==> config.mk <==
export PLATFORM = sky130hd
export DESIGN_NAME = mem_access_unit_flat
export DESIGN_NICKNAME = d
export VERILOG_FILES = /design/src/rtl/mem_access_unit_pkg.sv /design/src/rtl/mem_access_unit_if.sv /design/src/rtl/mem_access_unit_byte_lane_merge.sv /design/src/rtl/mem_access_unit.sv /design/src/flat_wrapper.sv
export SDC_FILE = /design/constraint.sdc
export NUM_CORES = 1
export LEC_CHECK = 0
export BUFFER_PORTS_ARGS = -buffer_cell sky130_fd_sc_hd__buf_2
export CAP_MARGIN = 20
export CORE_MARGIN = 4
export CORE_UTILIZATION = 45
export DETAILED_ROUTE_END_ITERATION = 8
export PLACE_DENSITY_LB_ADDON = 0.1
export SLEW_MARGIN = 25
export SYNTH_ARGS = -nofsm -noshare
export SYNTH_HDL_FRONTEND = slang
export SYNTH_HIERARCHICAL = 1
export SYNTH_SLANG_ARGS = --single-unit
==> constraint.sdc <==
create_clock -name clock -period 2.8 [get_ports clock]
set_input_delay 0.28 -clock clock [delete_from_list [all_inputs] [get_ports clock]]
set_output_delay 0.28 -clock clock [all_outputs]
set_load 0.02 [all_outputs]
==> src/rtl/mem_access_unit_pkg.sv <==
// ---------------------------------------------------------------------------
// mem_access_unit_pkg
//   Shared types and constants for the load/store sequencer:
//   - state_t     : FSM state encoding
//   - SIZE_BYTE / SIZE_WORD : access-size encoding of req_byte
//   - RST_*       : reset values for registered data and state
//   - extend_byte : sign/zero extension of a selected load byte
// ---------------------------------------------------------------------------
package mem_access_unit_pkg;

  // IDLE   : waiting for a request, req_ready high
  // A0/W0  : first word access (read) and its merge write
  // A1/W1  : second word access of a split misaligned word, and its write
  // DONE   : one-cycle completion pulse
  typedef enum logic [2:0] {
    ST_IDLE = 3'd0,
    ST_A0   = 3'd1,
    ST_W0   = 3'd2,
    ST_A1   = 3'd3,
    ST_W1   = 3'd4,
    ST_DONE = 3'd5
  } state_t;

  localparam logic SIZE_WORD = 1'b0;
  localparam logic SIZE_BYTE = 1'b1;

  localparam logic [15:0] RST_DATA  = 16'h0000;
  localparam state_t      RST_STATE = ST_IDLE;

  // Widen a byte to 16 bits, replicating bit 7 only for signed loads.
  function automatic logic [15:0] extend_byte(input logic [7:0] b,
                                              input logic       is_signed);
    return {{8{is_signed & b[7]}}, b};
  endfunction

endpackage

==> src/rtl/mem_access_unit_if.sv <==
// ---------------------------------------------------------------------------
// mem_access_unit_if
//   Bundles the execute-stage request/response handshake and the word-wide
//   data-memory port of the load/store sequencer.
//   Request : req_valid, req_ready, req_we, req_byte, req_signed,
//             req_addr, req_wdata
//   Response: rsp_valid, rsp_data
//   Memory  : addrm, wmdata, re, we, mem_alu (outputs of the unit),
//             rwdata (combinational read data into the unit)
//   Modports:
//     slave  - the sequencer itself
//     master - the surrounding execute stage plus memory
// ---------------------------------------------------------------------------
interface mem_access_unit_if #(
  parameter int ADDR_W = 16
) ();

  logic              req_valid;
  logic              req_ready;
  logic              req_we;
  logic              req_byte;
  logic              req_signed;
  logic [ADDR_W-1:0] req_addr;
  logic [15:0]       req_wdata;

  logic              rsp_valid;
  logic [15:0]       rsp_data;

  logic [ADDR_W-1:0] addrm;
  logic [15:0]       wmdata;
  logic              re;
  logic              we;
  logic              mem_alu;
  logic [15:0]       rwdata;

  modport slave (
    input  req_valid, req_we, req_byte, req_signed, req_addr, req_wdata,
    output req_ready,
    output rsp_valid, rsp_data,
    output addrm, wmdata, re, we, mem_alu,
    input  rwdata
  );

  modport master (
    output req_valid, req_we, req_byte, req_signed, req_addr, req_wdata,
    input  req_ready,
    input  rsp_valid, rsp_data,
    input  addrm, wmdata, re, we, mem_alu,
    output rwdata
  );

endinterface

==> src/rtl/mem_access_unit_byte_lane_merge.sv <==
// ---------------------------------------------------------------------------
// byte_lane_merge
//   Purely combinational byte-lane helper for the load/store sequencer.
//   Load side : picks the high or low byte of ld_word and extends it to
//               16 bits (sign or zero) into ld_data.
//   Store side: replaces the high or low byte of st_word with st_byte,
//               giving the word to write back in st_data.
//   Ports:
//     ld_word, ld_hi, ld_signed -> ld_data
//     st_word, st_hi, st_byte   -> st_data
// ---------------------------------------------------------------------------
module byte_lane_merge
  import mem_access_unit_pkg::*;
(
  input  logic [15:0] ld_word,
  input  logic        ld_hi,
  input  logic        ld_signed,
  output logic [15:0] ld_data,
  input  logic [15:0] st_word,
  input  logic        st_hi,
  input  logic [7:0]  st_byte,
  output logic [15:0] st_data
);

  logic [7:0] ld_lane;

  always_comb begin
    ld_lane = ld_hi ? ld_word[15:8] : ld_word[7:0];
    ld_data = extend_byte(ld_lane, ld_signed);
  end

  always_comb begin
    if (st_hi) begin
      st_data = {st_byte, st_word[7:0]};
    end else begin
      st_data = {st_word[15:8], st_byte};
    end
  end

endmodule

==> src/rtl/mem_access_unit.sv <==
// ---------------------------------------------------------------------------
// mem_access_unit
//   Load/store sequencer in front of a byte-organised 16-bit data memory.
//   Takes one request at a time, always presents even word addresses to the
//   memory, performs byte stores by read-modify-write and splits misaligned
//   word accesses into two word accesses.
//   Parameters:
//     ADDR_W      - address width, all address arithmetic wraps
//     MISALIGN_EN - 1: split misaligned words, 0: treat them as aligned
//   Ports:
//     clock   - rising-edge clock
//     reset_n - asynchronous active-low reset
//     bus     - request/response handshake and memory port (slave side)
// ---------------------------------------------------------------------------
module mem_access_unit
  import mem_access_unit_pkg::*;
#(
  parameter int ADDR_W      = 16,
  parameter bit MISALIGN_EN = 1'b1
) (
  input  logic             clock,
  input  logic             reset_n,
  mem_access_unit_if.slave bus
);

  state_t state;
  state_t state_next;

  logic              lat_we;
  logic              lat_byte;
  logic              lat_signed;
  logic [ADDR_W-1:0] lat_addr;
  logic [15:0]       lat_wdata;

  logic [15:0]       cap_word;
  logic              cap_en;
  logic [15:0]       rsp_data_q;
  logic [15:0]       rsp_next;

  logic              accept;
  logic              misaligned;
  logic              aligned_word_store;
  logic [ADDR_W-1:0] base_addr;
  logic [ADDR_W-1:0] next_addr;

  logic              req_ready;
  logic [ADDR_W-1:0] addrm;
  logic [15:0]       wmdata;
  logic              re;
  logic              we;

  logic [15:0]       ld_data;
  logic              st_hi;
  logic [7:0]        st_byte;
  logic [15:0]       st_data;

  assign accept     = (state == ST_IDLE) && bus.req_valid;
  assign misaligned = MISALIGN_EN && (lat_byte == SIZE_WORD) && lat_addr[0];
  assign aligned_word_store = lat_we && (lat_byte == SIZE_WORD) && !misaligned;
  assign base_addr  = {lat_addr[ADDR_W-1:1], 1'b0};
  assign next_addr  = base_addr + ADDR_W'(2);

  // In W1 the low byte of the second word receives the upper store byte.
  // Elsewhere the replaced lane is the addressed byte for byte stores and
  // the high byte of the first word for split word stores.
  assign st_hi   = (state == ST_W1) ? 1'b0 :
                   ((lat_byte == SIZE_BYTE) ? lat_addr[0] : 1'b1);
  assign st_byte = (state == ST_W1) ? lat_wdata[15:8] : lat_wdata[7:0];

  byte_lane_merge u_merge (
    .ld_word   (bus.rwdata),
    .ld_hi     (lat_addr[0]),
    .ld_signed (lat_signed),
    .ld_data   (ld_data),
    .st_word   (cap_word),
    .st_hi     (st_hi),
    .st_byte   (st_byte),
    .st_data   (st_data)
  );

  // State register. Reset is asynchronous so that the decoded write enable
  // drops immediately and an in-flight store is abandoned.
  always_ff @(posedge clock or negedge reset_n) begin
    if (!reset_n) begin
      state <= RST_STATE;
    end else begin
      state <= state_next;
    end
  end

  // Request latch: the unit works only from these copies, so the execute
  // stage may change its request lines freely once accepted.
  always_ff @(posedge clock or negedge reset_n) begin
    if (!reset_n) begin
      lat_we     <= 1'b0;
      lat_byte   <= SIZE_WORD;
      lat_signed <= 1'b0;
      lat_addr   <= '0;
      lat_wdata  <= RST_DATA;
    end else if (accept) begin
      lat_we     <= bus.req_we;
      lat_byte   <= bus.req_byte;
      lat_signed <= bus.req_signed;
      lat_addr   <= bus.req_addr;
      lat_wdata  <= bus.req_wdata;
    end
  end

  // Read-data capture and registered response. A single capture register
  // is enough: a split load consumes the first word while the second is
  // still on rwdata, and a split store has finished with the first word
  // before the second one is read.
  always_ff @(posedge clock or negedge reset_n) begin
    if (!reset_n) begin
      cap_word   <= RST_DATA;
      rsp_data_q <= RST_DATA;
    end else begin
      if (cap_en) begin
        cap_word <= bus.rwdata;
      end
      rsp_data_q <= rsp_next;
    end
  end

  // Next-state and memory-port decode. rsp_next is non-zero only on the
  // edge entering DONE, which keeps rsp_data at zero everywhere else.
  always_comb begin
    state_next = state;
    req_ready  = 1'b0;
    addrm      = '0;
    wmdata     = RST_DATA;
    re         = 1'b0;
    we         = 1'b0;
    cap_en     = 1'b0;
    rsp_next   = RST_DATA;

    case (state)
      ST_IDLE: begin
        req_ready = 1'b1;
        if (bus.req_valid) begin
          state_next = ST_A0;
        end
      end

      ST_A0: begin
        addrm = base_addr;
        if (aligned_word_store) begin
          we         = 1'b1;
          wmdata     = lat_wdata;
          state_next = ST_DONE;
        end else begin
          re     = 1'b1;
          cap_en = 1'b1;
          if (lat_we) begin
            state_next = ST_W0;
          end else if (misaligned) begin
            state_next = ST_A1;
          end else begin
            state_next = ST_DONE;
            rsp_next   = (lat_byte == SIZE_BYTE) ? ld_data : bus.rwdata;
          end
        end
      end

      ST_W0: begin
        addrm      = base_addr;
        we         = 1'b1;
        wmdata     = st_data;
        state_next = misaligned ? ST_A1 : ST_DONE;
      end

      ST_A1: begin
        addrm  = next_addr;
        re     = 1'b1;
        cap_en = 1'b1;
        if (lat_we) begin
          state_next = ST_W1;
        end else begin
          state_next = ST_DONE;
          rsp_next   = {bus.rwdata[7:0], cap_word[15:8]};
        end
      end

      ST_W1: begin
        addrm      = next_addr;
        we         = 1'b1;
        wmdata     = st_data;
        state_next = ST_DONE;
      end

      ST_DONE: begin
        state_next = ST_IDLE;
      end

      default: begin
        state_next = ST_IDLE;
      end
    endcase
  end

  assign bus.req_ready = req_ready;
  assign bus.rsp_valid = (state == ST_DONE);
  assign bus.rsp_data  = rsp_data_q;
  assign bus.addrm     = addrm;
  assign bus.wmdata    = wmdata;
  assign bus.re        = re;
  assign bus.we        = we;
  assign bus.mem_alu   = 1'b0;

endmodule

==> src/flat_wrapper.sv <==
// flat-port wrapper written by rule: the top's interface ports become plain ports
module mem_access_unit_flat import mem_access_unit_pkg::*;
#(
  parameter int ADDR_W      = 16,
  parameter bit MISALIGN_EN = 1'b1
)
  (clock, reset_n, bus_req_valid, bus_req_we, bus_req_byte, bus_req_signed, bus_req_addr, bus_req_wdata, bus_req_ready, bus_rsp_valid, bus_rsp_data, bus_addrm, bus_wmdata, bus_re, bus_we, bus_mem_alu, bus_rwdata);
  mem_access_unit_if #(.ADDR_W(ADDR_W)) bus_i ();
  input  logic clock;
  input  logic reset_n;
  input wire logic [$bits(bus_i.req_valid)-1:0] bus_req_valid;
  input wire logic [$bits(bus_i.req_we)-1:0] bus_req_we;
  input wire logic [$bits(bus_i.req_byte)-1:0] bus_req_byte;
  input wire logic [$bits(bus_i.req_signed)-1:0] bus_req_signed;
  input wire logic [$bits(bus_i.req_addr)-1:0] bus_req_addr;
  input wire logic [$bits(bus_i.req_wdata)-1:0] bus_req_wdata;
  output wire logic [$bits(bus_i.req_ready)-1:0] bus_req_ready;
  output wire logic [$bits(bus_i.rsp_valid)-1:0] bus_rsp_valid;
  output wire logic [$bits(bus_i.rsp_data)-1:0] bus_rsp_data;
  output wire logic [$bits(bus_i.addrm)-1:0] bus_addrm;
  output wire logic [$bits(bus_i.wmdata)-1:0] bus_wmdata;
  output wire logic [$bits(bus_i.re)-1:0] bus_re;
  output wire logic [$bits(bus_i.we)-1:0] bus_we;
  output wire logic [$bits(bus_i.mem_alu)-1:0] bus_mem_alu;
  input wire logic [$bits(bus_i.rwdata)-1:0] bus_rwdata;
  assign bus_i.req_valid = bus_req_valid;
  assign bus_i.req_we = bus_req_we;
  assign bus_i.req_byte = bus_req_byte;
  assign bus_i.req_signed = bus_req_signed;
  assign bus_i.req_addr = bus_req_addr;
  assign bus_i.req_wdata = bus_req_wdata;
  assign bus_req_ready = bus_i.req_ready;
  assign bus_rsp_valid = bus_i.rsp_valid;
  assign bus_rsp_data = bus_i.rsp_data;
  assign bus_addrm = bus_i.addrm;
  assign bus_wmdata = bus_i.wmdata;
  assign bus_re = bus_i.re;
  assign bus_we = bus_i.we;
  assign bus_mem_alu = bus_i.mem_alu;
  assign bus_i.rwdata = bus_rwdata;
  mem_access_unit #(.ADDR_W(ADDR_W), .MISALIGN_EN(MISALIGN_EN)) u_core (.clock(clock), .reset_n(reset_n), .bus(bus_i));
endmodule
=== Word-level counts from Yosys, hierarchy flattened ===
Index checks and enable logic that the tools add are counted.
Widths: inputs -> output; s select.

* Input port bits: 54
* Logic and storage cells: 51
* Output and inout port bits: 53
* Flip-flop bits (word level): 70

* Equality and inequality tests: 6
* Multiplexer cells: 25
* Reduce and logical (&&, ||, !) cells: 9
* Add/subtract/negate cells: 1
* Bitwise logic cells: 2

{| class="wikitable"
|+ Operators by type and width
! operator !! number
|-
| $mux 16 || 7
|-
| $pmux 16 s2 || 3
|-
| $add 16x2->16 const B || 1
|-
| $mux 8 || 2
|-
| $pmux 3 s5 || 1
|-
| $mux 3 || 4
|-
| $eq 3x2->1 const B || 2
|-
| $eq 3x3->1 const B || 2
|-
| $mux 1 || 6
|-
| $reduce_or 2->1 || 3
|-
| $logic_and 1x1->1 || 4
|-
| $pmux 1 s2 || 2
|-
| $eq 3x1->1 const B || 1
|-
| $logic_not 3->1 || 1
|-
| $ne 2x2->1 const B || 1
|-
| $and 1x1->1 || 1
|-
| $logic_not 1->1 || 1
|-
| $not 1->1 || 1
|}

=== Longest topological paths before layout ===
Gate-level depths: netlist of the first run.

* Depth after elaboration: 7
* Mapped depth: 8
* Mapped depth without buffers: 5

=== Modules after synthesis ===
The synthesis of the first run kept the hierarchy.

{| class="wikitable"
|+ Modules (own cells, without submodules)
! module !! area each (um^2) !! cells an instance !! seq. area each (um^2) !! instances
|-
| mem_access_unit || 3627.2 || 330 || 1751.7 || 1
|-
| byte_lane_merge || 372.9 || 35 || 0.0 || 1
|}

=== Least setup slack after synthesis of the first run ===
No wires, ideal clock.

* Kind: register to output
* Start: register u_core.state[0]
* End: output bus_wmdata[10]
* Slack: 0.477 ns
* Stages on the path, launching flop included: 9
* Path buffers: 4
* Data required time: 2.520 ns
* Data arrival time: 2.043 ns
* Cells stage by stage: dfrtp_1 -> or3b_1 -> clkbuf_1 -> buf_2 -> a21boi_1 -> buf_6 -> buf_8 -> mux2_2 -> a22o_1

* Cells in the longest elaborated chain, start to end: 4
* Elaborated cells between the ends (all ways): 8
* Classes of those cells: eq/ne (3); mux (4); reduce/logical (1)

{| class="wikitable"
|+ Ends and longest elaborated chain
! item !! RTL line !! RTL
|-
| from (decl) || mem_access_unit.sv:26 || <nowiki>state_t state;</nowiki>
|-
| from (signal assigned) || mem_access_unit.sv:87 || <nowiki>state <= state_next;</nowiki>
|-
| $eq 3x3->1 || mem_access_unit.sv:66 || <nowiki>assign st_hi = (state == ST_W1) ? 1'b0 :</nowiki>
|-
| $mux 1 || mem_access_unit.sv:66 ||
|-
| named net u_core.st_hi || mem_access_unit.sv:53 || <nowiki>logic st_hi;</nowiki>
|-
| $mux 16 || mem_access_unit_byte_lane_merge.sv:33 || <nowiki>if (st_hi) begin</nowiki>
|-
| named net u_core.st_data[10] || mem_access_unit.sv:55 || <nowiki>logic [15:0] st_data;</nowiki>
|-
| $pmux 16 s2 || mem_access_unit.sv:137 || <nowiki>case (state)</nowiki>
|-
| to (decl) || flat_wrapper.sv:21 || <nowiki>output wire logic [$bits(bus_i.wmdata)-1:0] bus_wmdata;</nowiki>
|}

The timed path passes the listed nets, and every way through them passes these cells.

=== Worst setup path in the final report of the first run ===
* Start: register u_core.state[1]
* End: output bus_wmdata[3]

Same word-level chain as after synthesis.

==> results_dict.tcl, run 1 <==
set metrics [dict create \
    grt_start_max_net_pins 71 \
    skew_ns 0.00959 \
    pin_count 107 \
    drt-initial-drc-count 166 \
    worst_slew_pin_slew_ns 0.903 \
    post-route-cell-area_um2 4740 \
    r2r-start "u_core/state[1]$_DFFE_PN0P_" \
    path_cells "or3b_4, a21boi_1, buf_4, mux2_2, a22o_1, buf_2" \
    max_cap_viol_count 0 \
    via_per_inst 5.47 \
    antenna_found_initial 0 \
    synth_area_um2 4000 \
    ant_nets 0 \
    setup_violations 0 \
    layout_common_cells "buf_2, dfrtp_1, mux2_1" \
    grt-ovfl-total 0 \
    arrival_ns 2.31 \
    max_slew_margin 0.398 \
    critical_path_class "reg2out" \
    p_leak_nw 2.25 \
    gp_congestion 0.857 \
    layout-drive-gt1-share 0.351 \
    wl_um 9390 \
    start_util 0.461 \
    clkTransAtPathRegs_ns 0.08 \
    cts.sinks 70 \
    post-route-drc-count 0 \
    ys_async_sr_fraction 1.00 \
    synth_cells 365 \
    core_um2 8680 \
    critPathLaunch "u_core/state[1]$_DFFE_PN0P_" \
    nFillCells 817 \
    grt_pass1_wl_um 15200 \
    status "finished, final reports clean" \
    drv_slew 0 \
    rows 34 \
    numCtsBuffers 9 \
    area_growth_pct 18.6 \
    peakVddDrop_uv 643 \
    clockBufferDepth 2 \
    grt_pass1_vias 3066 \
    hold_path.class "in2async" \
    vias 3114 \
    max_freq_ghz 0.387 \
    cp-end-kind "output pin" \
    wl_per_cell_um 16.5 \
    cp.required_ns 2.52 \
    hpwl_um 6770 \
    cts_tree "done" \
    grt_setup_unrepaired "no" \
    synth_area_leader_cell "dfrtp_1" \
    dp_slack_ns 0.300 \
    multiInputGateArea_um2 2000 \
    ys_seq_area_frac 0.438 \
    syn_area_per_cell_um2 11.0 \
    hold_violations 0 \
    grt_use_total 0.184 \
    seq_area_um2 1750 \
    drt-pass1-iter-count 4 \
    worst_path_max_delay_cell "or3b_4" \
    layout_setup_ws_ns 0.214 \
    crit_buf_inv 2 \
    dieArea_um2 10500 \
    synth_edf_count 0 \
    placed_cell_area_um2 4520 \
    startpoint_type "flip-flop" \
    tns_ns 0 \
    synthFlopType "dfrtp_1" \
    die_h_um 102 \
    nNetsFinal 511 \
    fin_total_pwr_mw 6.34 \
    yosys-top-cells-area "dfrtp_1, mux2_1, mux2_2" \
    fin_crit_ns 2.59 \
    ys_ff_latch 70 \
    hold_buffers 0 \
    postCtsSetupBuffers 0 \
    ys_warn_count 6 \
    cellPowerDensity_nw_per_um2 1340 \
    root_buffer "clkbuf_8" \
    synth_top_cell_area_share 0.438 \
    path_delay_family "simple AND/OR/NAND/NOR gates" \
    port_buffers 104 \
    finalCritPeriodShare 0.924 \
    synth_cell_types 48 \
    insertedDiodeCount 0 \
    layout_commonest_cell "buf_2" \
    insertion_delay_ns 0.34 \
    cp_max_fo 16 \
    fp.dieW_um 102 \
    h-tree-depth 3 \
    slowest_delay_ns 0.52 \
]
==> cell usage after synthesis, types with 3 or more instances <==
library cell  number
a21oi_1            8
a22o_1            18
a31oi_1           10
a41oi_1            3
and3_1             4
buf_2             10
buf_4             14
buf_6              4
clkbuf_1           4
dfrtp_1           70
inv_1              8
mux2_1            55
mux2_2            23
mux2i_1           17
nand2_1           32
nand3_1            7
nor2_1             9
nor3_1             3
o21ai_1           29
==> sequential cells by signal, indices dropped and copies added, names as in the netlist <==
signal	cells
u_core/bus.rsp_data	16
u_core/cap_word	16
u_core/lat_addr	16
u_core/lat_byte	1
u_core/lat_signed	1
u_core/lat_wdata	16
u_core/lat_we	1
u_core/state	3
==> final timing paths <==
| kind | slack (ns) | cells after the start | end |
|---|---|---|---|
| worst min register to register | 0.49 | 1 | u_core/cap_word[6]$_DFFE_PN0P_ |
| worst max-delay path | 0.21 | 6 | bus_wmdata[3] |
| worst max register to register | 0.87 | 5 | u_core/lat_wdata[12]$_DFFE_PN0P_ |
| max in group asynchronous | 2.07 | 2 | u_core/bus.rsp_data[11]$_DFF_PN0_ |
| worst min-delay path | 0.14 | 2 | u_core/bus.rsp_data[8]$_DFF_PN0_ |
| min in group clock | 0.15 | 3 | u_core/lat_addr[12]$_DFFE_PN0P_ |
==> where the power goes <==
| part | internal (mW) | switching, mW |
|---|---|---|
| combinational | 1.55 | 1.99 |
| clock | 0.523 | 0.386 |
| sequential | 1.50 | 0.396 |
==> cells by family after synthesis <==
family,after synthesis,synth area share
mux,96,0.266
flops,70,0.438
fa+ha+maj,1,0.00313
buf+inv,43,0.0669
compound gates,80,0.131
xor+xnor,2,0.00438
simple gates,72,0.0898
other cells,1,0.000937
==> metal layers <==
metal	vias to the layer above	global-route usage	share of wire
met4	0	0.0646	0.015
met3	13	0.0389	0.061
met1	1508	0.249	0.46
li1	1498	-	-
met2	95	0.292	0.46
met5	-	0	0
==> layout make-up <==
cell class / instances / share of cell area
tap: 108 / 0.0285
inverter: 8 / 0.00633
timing repair buffer: 114 / 0.128
clock inverter: 6 / 0.0179
clock buffer: 10 / 0.0290
sequential: 70 / 0.369
multi-input combinational: 253 / 0.421
==> per-stage QoR <==
stage / hold slack [ns] / instances / utilization
floorplan: -0.0156 / 366 / -
global placement: 0.478 / 553 / 0.520
CTS: 0.138 / 569 / 0.546
finish: 0.136 / 569 / 0.547
detailed placement: 0.476 / 553 / 0.520
global route: 0.145 / 569 / 0.547
==> worst reg2reg max path, stage by stage, from the launching register on <==
cell and delay [ns]:
dfrtp_1 0.38, buf_4 0.18, nor3_2 0.23, and2_1 0.39, buf_12 0.26, mux2_1 0.37
==> timing repair <==
item | in CTS | in global routing
gates resized for setup | 2 | 1
setup endpoints to repair | 23 | 16
gates cloned | 0 | 0
endpoints found under the hold margin | 0 | 0
Note: power is estimated with default switching activity, not from simulation.
==> run 2: changes to the inputs <==
--- a/config.mk
+++ b/config.mk
@@ -5,8 +5,10 @@
 export SDC_FILE = /design/constraint.sdc
 export NUM_CORES = 1
 export LEC_CHECK = 0
+export ABC_CLOCK_PERIOD_IN_PS = 2800
 export BUFFER_PORTS_ARGS = -buffer_cell sky130_fd_sc_hd__buf_2
 export CAP_MARGIN = 20
+export CORE_ASPECT_RATIO = 0.7
 export CORE_MARGIN = 4
 export CORE_UTILIZATION = 45
 export DETAILED_ROUTE_END_ITERATION = 8
==> run 2 against run 1 <==
Against the previous run: power grew 5.5%; sequential cell count is the same; wire length grew 7.2%; final cell count grew 2.6%; die area grew 0.23%; combinational power grew 1%.
==> results_dict.tcl, run 2 (synthesis gave the netlist of run 1 again) <==
set metrics [dict create \
    dieArea_um2 10500 \
    wl_per_cell_um 17.2 \
    cts.sinks 70 \
    cellPowerDensity_nw_per_um2 1370 \
    drt-initial-drc-count 132 \
    layout_commonest_cell "buf_2" \
    placed_cell_area_um2 4560 \
    path_cells "or3b_1, buf_4, mux2_1, mux2_2, a22o_1, buf_2" \
    wl_um 10100 \
    p_leak_nw 2.32 \
    clockBufferDepth 2 \
    start_util 0.468 \
    startpoint_type "flip-flop" \
    post-route-drc-count 0 \
    cp.required_ns 2.52 \
    met1_usage 0.281 \
    nNetsFinal 514 \
    max_freq_ghz 0.376 \
    grt_pass1_wl_um 16400 \
    antenna_found_initial 1 \
    max_slew_margin 0.516 \
    hold_violations 0 \
    vias 3174 \
    insertion_delay_ns 0.33 \
    critical_path_class "reg2out" \
    fp.dieW_um 121 \
    ant_nets 0 \
    busiest_layer "met2" \
    grt_start_max_net_pins 56 \
    port_buffers 104 \
    max_cap_viol_count 0 \
    hpwl_um 7310 \
    die_h_um 86.9 \
    slowest_delay_ns 0.44 \
    cp-end-kind "output pin" \
    grt_pass1_vias 3179 \
    status "finished, final reports clean" \
    post-route-cell-area_um2 4890 \
    clkTransAtPathRegs_ns 0.06 \
    dp_slack_ns 0.415 \
    peakVddDrop_uv 549 \
    numCtsBuffers 9 \
    hold_path.class "in2reg" \
    path_delay_family "multiplexers" \
    worst_path_max_delay_cell "or3b_1" \
    layout_common_cells "buf_2, dfrtp_1, mux2_1" \
    via_per_inst 5.43 \
    postCtsSetupBuffers 0 \
    h-tree-depth 3 \
    r2r_slack_ns 0.78 \
    grt_use_total 0.201 \
    setup_violations 0 \
    cts_tree "done" \
    layout_setup_ws_ns 0.144 \
    drv_slew 0 \
    insertedDiodeCount 0 \
    core_um2 8550 \
    use_met3 0.0591 \
    arrival_ns 2.38 \
    met2_usage 0.303 \
    worst_slew_pin_slew_ns 0.727 \
    finalCritPeriodShare 0.949 \
    gp_congestion 0.827 \
    final_util 0.572 \
    crit_buf_inv 2 \
    drt-pass1-iter-count 4 \
    rows 28 \
    grt-ovfl-total 0 \
    worst_hold_slack_ns 0.161 \
    skew_ns 0.00347 \
    fin_crit_ns 2.66 \
    layout-drive-gt1-share 0.353 \
    grt_setup_unrepaired "no" \
    tns_ns 0 \
    root_buffer "clkbuf_16" \
    area_growth_pct 22.1 \
    pin_count 107 \
    cp_max_fo 13 \
]
## run 2: cell count changes in the layout (fill, tap and decap cells not counted), moves of 2 or more
cell,before,now
clkinv_2,2,4
clkinvlp_4,2,0
clkbuf_8,10,0
clkbuf_16,0,9
## run 2: power by group
part           internal (mW)  total [mW]  switching, mW
logic                   1.56        3.59           2.03
registers               1.50        1.90          0.396
clock network          0.774        1.20          0.429
total                   3.83        6.69           2.86
## run 2: stage by stage
step | total power [mW] | instances
finish | 6.69 | 584
global route | 7.17 | 584
CTS | 6.74 | 584
detailed placement | 5.50 | 567
global placement | 5.40 | 567
floorplan | 4.61 | 366
## run 2: path summary, 6_finish.rpt
path	depth (start not counted)	start	endpoint
min in group asynchronous	2	reset_n	u_core/bus.rsp_data[9]$_DFF_PN0_
max in group asynchronous	3	reset_n	u_core/lat_addr[6]$_DFFE_PN0P_
hold / removal	3	bus_req_addr[0]	u_core/lat_addr[0]$_DFFE_PN0P_
setup / recovery	6	u_core/state[1]$_DFFE_PN0P_	bus_wmdata[14]
hold reg to reg	1	u_core/cap_word[4]$_DFFE_PN0P_	u_core/cap_word[4]$_DFFE_PN0P_
setup reg to reg	5	u_core/state[1]$_DFFE_PN0P_	u_core/lat_wdata[14]$_DFFE_PN0P_
## run 2: final cells by class
| type | count | area [um2] |
|---|---|---|
| multi-input cells | 253 | 1990 |
| clock buffers | 9 | 225 |
| fillers | 773 | 3660 |
| flip-flops and latches | 70 | 1750 |
| well taps | 120 | 150 |
| repair buffers | 117 | 646 |
| inverters | 8 | 30.0 |
| clock inverters | 7 | 88.8 |
## run 2: tightest hold or removal path, delay by kind of cell
kind | cells | cell delay, ns
buf+inv | 1 | 0.07
compound gates | 1 | 0.06
simple gates | 1 | 0.03
## run 2: what timing repair did
action | 4_1_cts | 5_1_grt
endpoints found under the hold margin | 15 | 0
hold buffers | 1 | 0
setup endpoints to repair | 0 | 10
resized for setup | 0 | 1
## run 2: routing by layer
layer / share of wire / vias to the layer above
li1: - / 1514
met1: 0.47 / 1537
met2: 0.44 / 107
met3: 0.073 / 14
met4: 0.011 / 2
met5: 0.00070 / -
==> run 3: changes to the inputs <==
--- a/config.mk
+++ b/config.mk
@@ -13,6 +13,7 @@
 export CORE_UTILIZATION = 45
 export DETAILED_ROUTE_END_ITERATION = 8
 export PLACE_DENSITY_LB_ADDON = 0.1
+export REMOVE_ABC_BUFFERS = 1
 export SLEW_MARGIN = 25
 export SYNTH_ARGS = -nofsm -noshare
 export SYNTH_HDL_FRONTEND = slang
==> run 3 against run 2 <==
Against the previous run: first-iteration DRC count rose by 22%; fmax rose by 1.5%; utilization rose by 0.42 points; largest cell class unchanged; highest routed layer is now met4.
==> results_dict.tcl, run 3 (synthesis gave the netlist of run 1 again) <==
set metrics [dict create \
    postCtsSetupBuffers 0 \
    drt-pass1-iter-count 4 \
    grt_use_total 0.198 \
    p_int_mw 3.95 \
    via_per_inst 5.39 \
    numCtsBuffers 9 \
    hpwl_um 7190 \
    cts.sinks 70 \
    nNetsFinal 516 \
    clockBufferDepth 2 \
    fin_crit_ns 2.62 \
    dieArea_um2 10500 \
    layout_common_cells "buf_2, dfrtp_1, mux2_1" \
    fp.dieW_um 121 \
    slowest_delay_ns 0.44 \
    cp.required_ns 2.52 \
    finalCritPeriodShare 0.935 \
    layout-drive-gt1-share 0.356 \
    cellPowerDensity_nw_per_um2 1380 \
    busiest_layer "met2" \
    die_h_um 86.9 \
    area_growth_pct 23.1 \
    wl_per_cell_um 17.0 \
    layout_commonest_cell "buf_2" \
    insertion_delay_ns 0.33 \
    post-route-drc-count 0 \
    multiInputGateArea_um2 2010 \
    vias 3161 \
    grt_pass1_wl_um 16000 \
    hold_path.class "in2reg" \
    peakVddDrop_uv 641 \
    final_util 0.576 \
    cp-end-kind "output pin" \
    startpoint_type "flip-flop" \
    post-route-cell-area_um2 4920 \
    worst_path_max_delay_cell "or3b_1" \
    met2_usage 0.292 \
    port_buffers 104 \
    arrival_ns 2.34 \
    h-tree-depth 3 \
    netSwitchingFraction 0.420 \
    clkTransAtPathRegs_ns 0.05 \
    cp_max_fo 13 \
    met1_usage 0.284 \
    grt_start_max_net_pins 40 \
    skew_ns 0.00421 \
    seqPwrFrac 0.278 \
    start_util 0.468 \
    seq_area_um2 1750 \
    insertedDiodeCount 0 \
    max_slew_margin 0.347 \
    power_frac_comb 0.535 \
    ant_nets 0 \
    root_buffer "clkbuf_16" \
    max_freq_ghz 0.382 \
    rows 28 \
    p_sw_mw 2.85 \
    clock_power_share 0.187 \
    cts_tree "done" \
    hold_violations 0 \
    use_met3 0.0591 \
    worst_slew_pin_slew_ns 0.978 \
    placed_cell_area_um2 4570 \
    max_cap_viol_count 0 \
    pin_count 107 \
    grt-ovfl-total 0 \
    wl_um 9980 \
    grt_pass1_vias 3064 \
    drt-initial-drc-count 161 \
    drv_slew 0 \
    core_um2 8550 \
    critical_path_class "reg2out" \
    antenna_found_initial 0 \
    gp_congestion 0.873 \
    path_cells "or3b_1, buf_4, mux2_1, mux2_2, a22o_1, buf_2" \
    fin_total_pwr_mw 6.80 \
    nFillCells 791 \
    status "finished, final reports clean" \
    p_leak_nw 2.34 \
    setup_violations 0 \
    grt_setup_unrepaired "no" \
]
-- run 3: cell types whose count changed in the layout (fill, tap and decap cells not counted) --
cell and change:
a21boi_1 -1, a21boi_2 +1, buf_12 -1, buf_4 +3, clkbuf_1 +1, clkbuf_8 +3, clkinv_2 -3, clkinv_4 -1
nor4bb_2 -1, nor4bb_4 +1
-- run 3: path summary, 6_finish.rpt --
check                                                    start                                to  slack (ns)  cells after the start
worst max register to register     u_core/lat_byte$_DFFE_PN0P_  u_core/bus.rsp_data[7]$_DFF_PN0_        0.84                      4
max in group asynchronous                              reset_n  u_core/lat_wdata[10]$_DFFE_PN0P_        1.88                      3
worst min register to register  u_core/cap_word[4]$_DFFE_PN0P_    u_core/cap_word[4]$_DFFE_PN0P_        0.49                      1
worst max-delay path               u_core/state[1]$_DFFE_PN0P_                     bus_wmdata[3]        0.18                      6
worst min-delay path                           bus_req_addr[7]    u_core/lat_addr[7]$_DFFE_PN0P_        0.16                      3
min in group asynchronous                              reset_n  u_core/bus.rsp_data[1]$_DFF_PN0_        0.51                      3
-- run 3: power by group through the flow --
stage | sequential [mW] | clock (mW) | combinational (mW)
floorplan | 1.99 | 0 | 2.36
global placement | 1.90 | 0 | 3.58
detailed placement | 1.90 | 0 | 3.64
CTS | 1.89 | 1.30 | 3.65
global route | 1.96 | 1.34 | 3.97
finish | 1.89 | 1.27 | 3.64
-- run 3: metrics by stage --
step	hold WS, ns	std cells	setup slack [ns]	setup TNS [ns]
6_report	0.156	586	0.183	0
4_1_cts	0.144	586	0.0758	0
5_1_grt	0.151	586	0.0664	0
3_5_place_dp	0.345	569	0.467	0
2_1_floorplan	-0.0156	331	-0.0396	-0.633
3_3_place_gp	0.349	569	0.535	0
-- run 3: metal layers --
layer | wire [um] | part of all wire | up-vias
met5 | 0 | 0 | -
met4 | 110 | 0.011 | 0
met3 | 699 | 0.070 | 12
met2 | 4220 | 0.42 | 131
met1 | 4950 | 0.50 | 1513
li1 | - | - | 1505
-- run 3: area by class of cell --
type                            instances  area share
Multi-Input combinational cell        253       0.408
Sequential cell                        70       0.356
Timing Repair Buffer                  119       0.132
Clock buffer                           13      0.0549
Tap cell                              120      0.0305
Clock inverter                          3      0.0132
Inverter                                8     0.00610
-- run 3: timing repair --
action,4_1_cts,5_1_grt
endpoints found under the setup margin,0,14
hold endpoints to repair,31,0
hold buffers,1,0
gates resized for setup,0,2
-- run 3: critical path, delay by kind of cell, from the launching register on --
family                 cells  cell delay [ns]
multiplexers               2             0.59
AND/OR/NAND/NOR            1             0.44
buffers and inverters      2             0.39
flip-flops                 1             0.37
AO/OA/AOI/OAI              1             0.21
